## src/rtl/bcd_display_scan.sv

```systemverilog
// Time-multiplexed 4-digit BCD to 7-segment scanner. A frame-boundary snapshot of bcd
// keeps the display free of tearing while the upstream counter moves.
module bcd_display_scan #(
    parameter int unsigned SCAN_DIV = 4
) (
    input  logic        clk,
    input  logic        resetn,
    input  logic [15:0] bcd,
    input  logic        freeze,
    input  logic        blank_lz,
    output logic [6:0]  seg,
    output logic [3:0]  an,
    output logic        frame_done,
    output logic        err
);

    localparam int unsigned PreW = (SCAN_DIV > 1) ? $clog2(SCAN_DIV) : 1;
    localparam logic [PreW-1:0] PreMax = PreW'(SCAN_DIV - 1);

    logic [PreW-1:0] pre_q, pre_d;
    logic [1:0]      idx_q, idx_d;
    logic [15:0]     shadow_q, shadow_d;
    logic            frame_done_q, frame_done_d;
    logic            err_q, err_d;

    logic            tick;
    logic            frame_bd;
    logic            bcd_bad;
    logic [3:0]      nib;
    logic [3:0]      lz;

    assign tick     = (pre_q == PreMax);
    assign frame_bd = tick && (idx_q == 2'd3);

    always_comb begin
        bcd_bad = 1'b0;
        for (int i = 0; i < 4; i++) begin
            if (bcd[4*i +: 4] > 4'd9) begin
                bcd_bad = 1'b1;
            end
        end
    end

    always_comb begin
        pre_d        = tick ? '0 : pre_q + 1'b1;
        idx_d        = tick ? idx_q + 2'd1 : idx_q;
        shadow_d     = shadow_q;
        frame_done_d = frame_bd;
        err_d        = err_q;
        // Frozen boundaries neither capture nor flag invalid input.
        if (frame_bd && !freeze) begin
            shadow_d = bcd;
            err_d    = err_q | bcd_bad;
        end
    end

    always_ff @(posedge clk) begin
        if (!resetn) begin
            pre_q        <= '0;
            idx_q        <= 2'd0;
            shadow_q     <= 16'h0000;
            frame_done_q <= 1'b0;
            err_q        <= 1'b0;
        end else begin
            pre_q        <= pre_d;
            idx_q        <= idx_d;
            shadow_q     <= shadow_d;
            frame_done_q <= frame_done_d;
            err_q        <= err_d;
        end
    end

    // lz[i]: nibbles i..3 of the snapshot are all zero; digit 0 is never blanked.
    assign lz[0] = 1'b0;
    assign lz[1] = (shadow_q[15:4] == 12'h000);
    assign lz[2] = (shadow_q[15:8] == 8'h00);
    assign lz[3] = (shadow_q[15:12] == 4'h0);

    assign nib = shadow_q[{idx_q, 2'b00} +: 4];

    always_comb begin
        an = 4'b0000;
        an[idx_q] = 1'b1;
    end

    always_comb begin
        seg = 7'h40;
        if (blank_lz && lz[idx_q]) begin
            seg = 7'h00;
        end else begin
            unique case (nib)
                4'd0:    seg = 7'h3F;
                4'd1:    seg = 7'h06;
                4'd2:    seg = 7'h5B;
                4'd3:    seg = 7'h4F;
                4'd4:    seg = 7'h66;
                4'd5:    seg = 7'h6D;
                4'd6:    seg = 7'h7D;
                4'd7:    seg = 7'h07;
                4'd8:    seg = 7'h7F;
                4'd9:    seg = 7'h6F;
                default: seg = 7'h40;
            endcase
        end
    end

    assign frame_done = frame_done_q;
    assign err        = err_q;

endmodule

```

## config.mk

```make
export PLATFORM = sky130hd
export DESIGN_NAME = bcd_display_scan
export DESIGN_NICKNAME = d
export VERILOG_FILES = /design/src/rtl/bcd_display_scan.sv
export SDC_FILE = /design/constraint.sdc
export NUM_CORES = 1
export LEC_CHECK = 0
export BUFFER_PORTS_ARGS = -buffer_cell sky130_fd_sc_hd__buf_4
export CAP_MARGIN = 20
export CELL_PAD_IN_SITES_DETAIL_PLACEMENT = 1
export CELL_PAD_IN_SITES_GLOBAL_PLACEMENT = 1
export CORE_UTILIZATION = 41
export CTS_CLUSTER_SIZE = 30
export DETAILED_ROUTE_END_ITERATION = 16
export PLACE_DENSITY_LB_ADDON = 0.1
export SETUP_SLACK_MARGIN = 0.5
export SLEW_MARGIN = 10
export SYNTH_ARGS = -nofsm -noshare
export SYNTH_HDL_FRONTEND = slang
export SYNTH_SLANG_ARGS = --single-unit
```

## constraint.sdc

```tcl
create_clock -name clk -period 3.4 [get_ports clk]
set_clock_uncertainty 0.15 [all_clocks]
set_input_delay 0.17 -clock clk [delete_from_list [all_inputs] [get_ports clk]]
set_output_delay 0.17 -clock clk [all_outputs]
set_load 0.005 [all_outputs]
```

==> run summary <==
SETUP PATH
------------------------------------------------------------------------------------
Cell-by-cell trace of the critical path                                 mux4_1 > ha_1 > mux2_4 > a221oi_2 > buf_4
Slowest Stage Delay on Critical Path                                         0.63 ns
Slowest cell on the critical path                                       sky130_fd_sc_hd__mux4_1
CP required                                                                  3.08 ns
Register-to-Register Setup Slack                                             1.37 ns
Worst Path Class, Setup                                                      reg2out
Critical Path Start Type                                                        flop
Setup crit end kind                                                       output pin
Crit Path Max Fanout                                                               9
Data arrival time of the critical path                                       2.32 ns

TIMING
------------------------------------------------------------------------------------
Setup TNS                                                                       0 ns
Clock period minus final worst setup slack                                   2.64 ns
RSZ-0062 raised after global routing                                              no
Setup-violating endpoint count in the final report                                 0
Relative slew margins                                                          54.9%
Worst hold slack after final layout                                        0.0164 ns
Final worst path period share                                                  77.5%
Maximum achievable frequency                                                 379 MHz
Total count of hold-check failures in the final report                             0
Slew @ Worst Pin                                                            0.675 ns
Final Max Slew Viols                                                               0

SYNTHESIS
------------------------------------------------------------------------------------
Syn Area/Cell                                                               9.33 µm²
Area fraction of the dominant cell type after synthesis                        35.2%
Total of flip-flops plus latches after synthesis                                  22
Simple-gate area share of the yosys netlist                                    17.8%
Number of enable flip-flop cells after synthesis                                   0
Adder-cell share of the synthesized area                                       10.0%
Fraction of the mapped netlist area in compound gates                          20.4%
Seq/Total Area, Yosys                                                          35.2%
Mux contribution to synthesized area                                           10.6%
Synth top cells by count                                                sky130_fd_sc_hd__nand2_1 (33), sky130_fd_sc_hd__dfxtp_1 (22), sky130_fd_sc_hd__a21boi_0 (15)
Top-count cell post-synth                                               sky130_fd_sc_hd__nand2_1
Syn Inst Count                                                                   134
Most area-hungry cell type in the Yosys netlist                         sky130_fd_sc_hd__dfxtp_1
Xor and xnor fraction of the mapped netlist area                              0.701%
Main area contributors after synthesis                                  sky130_fd_sc_hd__dfxtp_1 (35%), sky130_fd_sc_hd__ha_1 (10%), sky130_fd_sc_hd__nand2_1 (9.9%)
Yosys warning count                                                                0
Dominant combinational cell family by area after synthesis              compound AO/OA/AOI/OAI gates
Post-synthesis cell area                                                    1250 µm²
Most common flop cell mapped by yosys                                   sky130_fd_sc_hd__dfxtp_1
Number of nets produced by synthesis                                             164
Share of flip-flops with an asynchronous set or reset after synthesis             0%
Unique masters post-synth                                                         34

WORST HOLD PATH
------------------------------------------------------------------------------------
Type of the most critical hold path                                           in2reg

PLACEMENT
------------------------------------------------------------------------------------
Hpwl dp                                                                      2.29 mm
Total of buffers placed on input and output ports                                 32
Routability Congestion                                                         0.808
Total placed cells including tap cells                                           189

POWER
------------------------------------------------------------------------------------
Power per unit of standard cell area                                      318 nW/µm²
Lkg Pwr                                                                     0.686 nW
VDD IR-drop max                                                             0.228 mV

FLOORPLANNING
------------------------------------------------------------------------------------
Area of the die                                                             3270 µm²
Site Rows                                                                         19
Top Ports                                                                         33
Area of the placeable core                                                  2830 µm²
Starting Density                                                               44.2%
Width of the die                                                             57.2 µm
Die height                                                                   57.2 µm

ROUTE
------------------------------------------------------------------------------------
Vias per std cell                                                               5.50
Via Count                                                                       1149
Final routed DRC violation total                                                   2
Final routed wire length divided by cell count                               15.9 µm
Final wirelength                                                             3.33 mm
Remaining antenna violation count                                                  0
Number of iterations in the first detailed-routing pass                           12
Iteration-0 DRC count of the detailed router                                      15

GLOBAL ROUTE
------------------------------------------------------------------------------------
Initial antenna violation count                                                    0
Via count of the first global-routing pass                                      1223
Wire length of the first global-routing pass                                 5.58 mm
Largest net degree at the start of global routing                                 23
Gr usage total                                                                 22.1%
Overflow after GRT                                                                 0

CLOCK NETWORK
------------------------------------------------------------------------------------
Deepest clock path buffer count                                                    2
Maximum level of the CTS H-tree                                                    1
Number of buffers added for setup after CTS                                        0
Insertion delay of the later-clocked pin in the worst-skew pair              0.32 ns
CTS tree                                                                       built
Number of sinks driven by the clock tree                                          22
Root buf cell                                                           sky130_fd_sc_hd__clkbuf_4
TritonCTS Buffers                                                                  3
Worst-path clk slew                                                          0.14 ns

FINISH
------------------------------------------------------------------------------------
Fill cell total of the finished layout                                           324
Total number of nets in the final design                                         209
Count of inserted antenna diode cells                                              0
Fraction of final layout cells sized beyond drive strength 1                   24.7%
Area grow syn2layout                                                           36.3%
Final non-filler cell total                                                      209

STATUS
------------------------------------------------------------------------------------
Violations in the final reports                                                  DRC
Outcome                                                                 finished, violations left

JOB
------------------------------------------------------------------------------------
Count of max-cap constraint violations                                             0

metrics by stage:
stage,worst slack [ns],power (mW),utilization (%),cell area [µm²]
floorplan,1.28,0.295,-,1250
global placement,1.04,0.324,52.7,1490
detailed placement,1.00,0.327,52.7,1490
CTS,0.629,0.542,60.2,1700
global route,0.638,0.561,60.2,1700
finish,0.764,0.541,60.2,1700
state kept, by name, indices dropped and copies added (netlist names):
signal and flops:
frame_done 1, shadow_q 16, pre_q 2, idx_q 2, err 1
worst max-delay path, delay by kind of cell, from the launching register on:
kind | cells | cell delay, ns
buffers and inverters | 1 | 0.14
AO/OA/AOI/OAI | 1 | 0.23
flip-flops | 1 | 0.47
multiplexers | 2 | 0.90
adder cells (fa/ha/maj) | 1 | 0.24
cells by family after synthesis:
| family | count (synthesis) |
|---|---|
| and+or+nand+nor | 46 |
| adders and majority gates | 10 |
| xor gates and xnor gates | 1 |
| buffers and inverters | 15 |
| DFF | 22 |
| muxes | 7 |
| AOI/OAI and AO/OA | 33 |
final cells by class:
class	count	area [µm²]	area share (%)
multi-input combinational	97	744	43.7
sequential	22	442	25.9
timing repair buffer	48	400	23.5
tap	31	38.8	2.28
clock inverter	1	30.0	1.76
inverter	7	26.3	1.54
clock buffer	3	22.5	1.32
layout by cell type (no fill, tap or decap), types with 2 or more instances in the layout:
cell	count
sky130_fd_sc_hd__a21boi_0	15
sky130_fd_sc_hd__a221oi_1	3
sky130_fd_sc_hd__and3b_1	2
sky130_fd_sc_hd__buf_4	32
sky130_fd_sc_hd__clkbuf_4	3
sky130_fd_sc_hd__dfxtp_1	21
sky130_fd_sc_hd__dlygate4sd3_1	16
sky130_fd_sc_hd__ha_1	10
sky130_fd_sc_hd__inv_1	7
sky130_fd_sc_hd__mux2i_1	2
sky130_fd_sc_hd__mux4_1	2
sky130_fd_sc_hd__mux4_2	2
sky130_fd_sc_hd__nand2_1	33
sky130_fd_sc_hd__nor3b_1	2
sky130_fd_sc_hd__o21a_1	2
sky130_fd_sc_hd__o21ai_0	5
sky130_fd_sc_hd__or4_1	2
timing repair:
item | in CTS | in global routing
endpoints found under the setup margin | 0 | 1
gates resized for setup | 0 | 1
hold buffers | 16 | 0
endpoints found under the hold margin | 16 | 0
worst paths after layout:
path | start | end | cells past startpoint
worst max-delay path | idx_q[1] | seg[0] | 5
worst min-delay path | resetn | err | 2
worst max register to register | idx_q[0] | err | 4
worst min register to register | pre_q[0] | pre_q[0] | 1
power breakdown:
part	internal, mW	switching (mW)	total (mW)
clock	0.119	0.0855	0.205
combinational	0.0451	0.0250	0.0701
sequential	0.262	0.00448	0.266
total	0.426	0.115	0.541
layer usage:
metal	GRT usage (%)	part of all wire, %	vias to the layer above
li1	-	-	553
met1	25.0	43	563
met2	41.7	52	26
met3	3.17	3.1	7
met4	8.36	1.7	0
met5	0	0	-
Power figures use the tool's default switching activity.
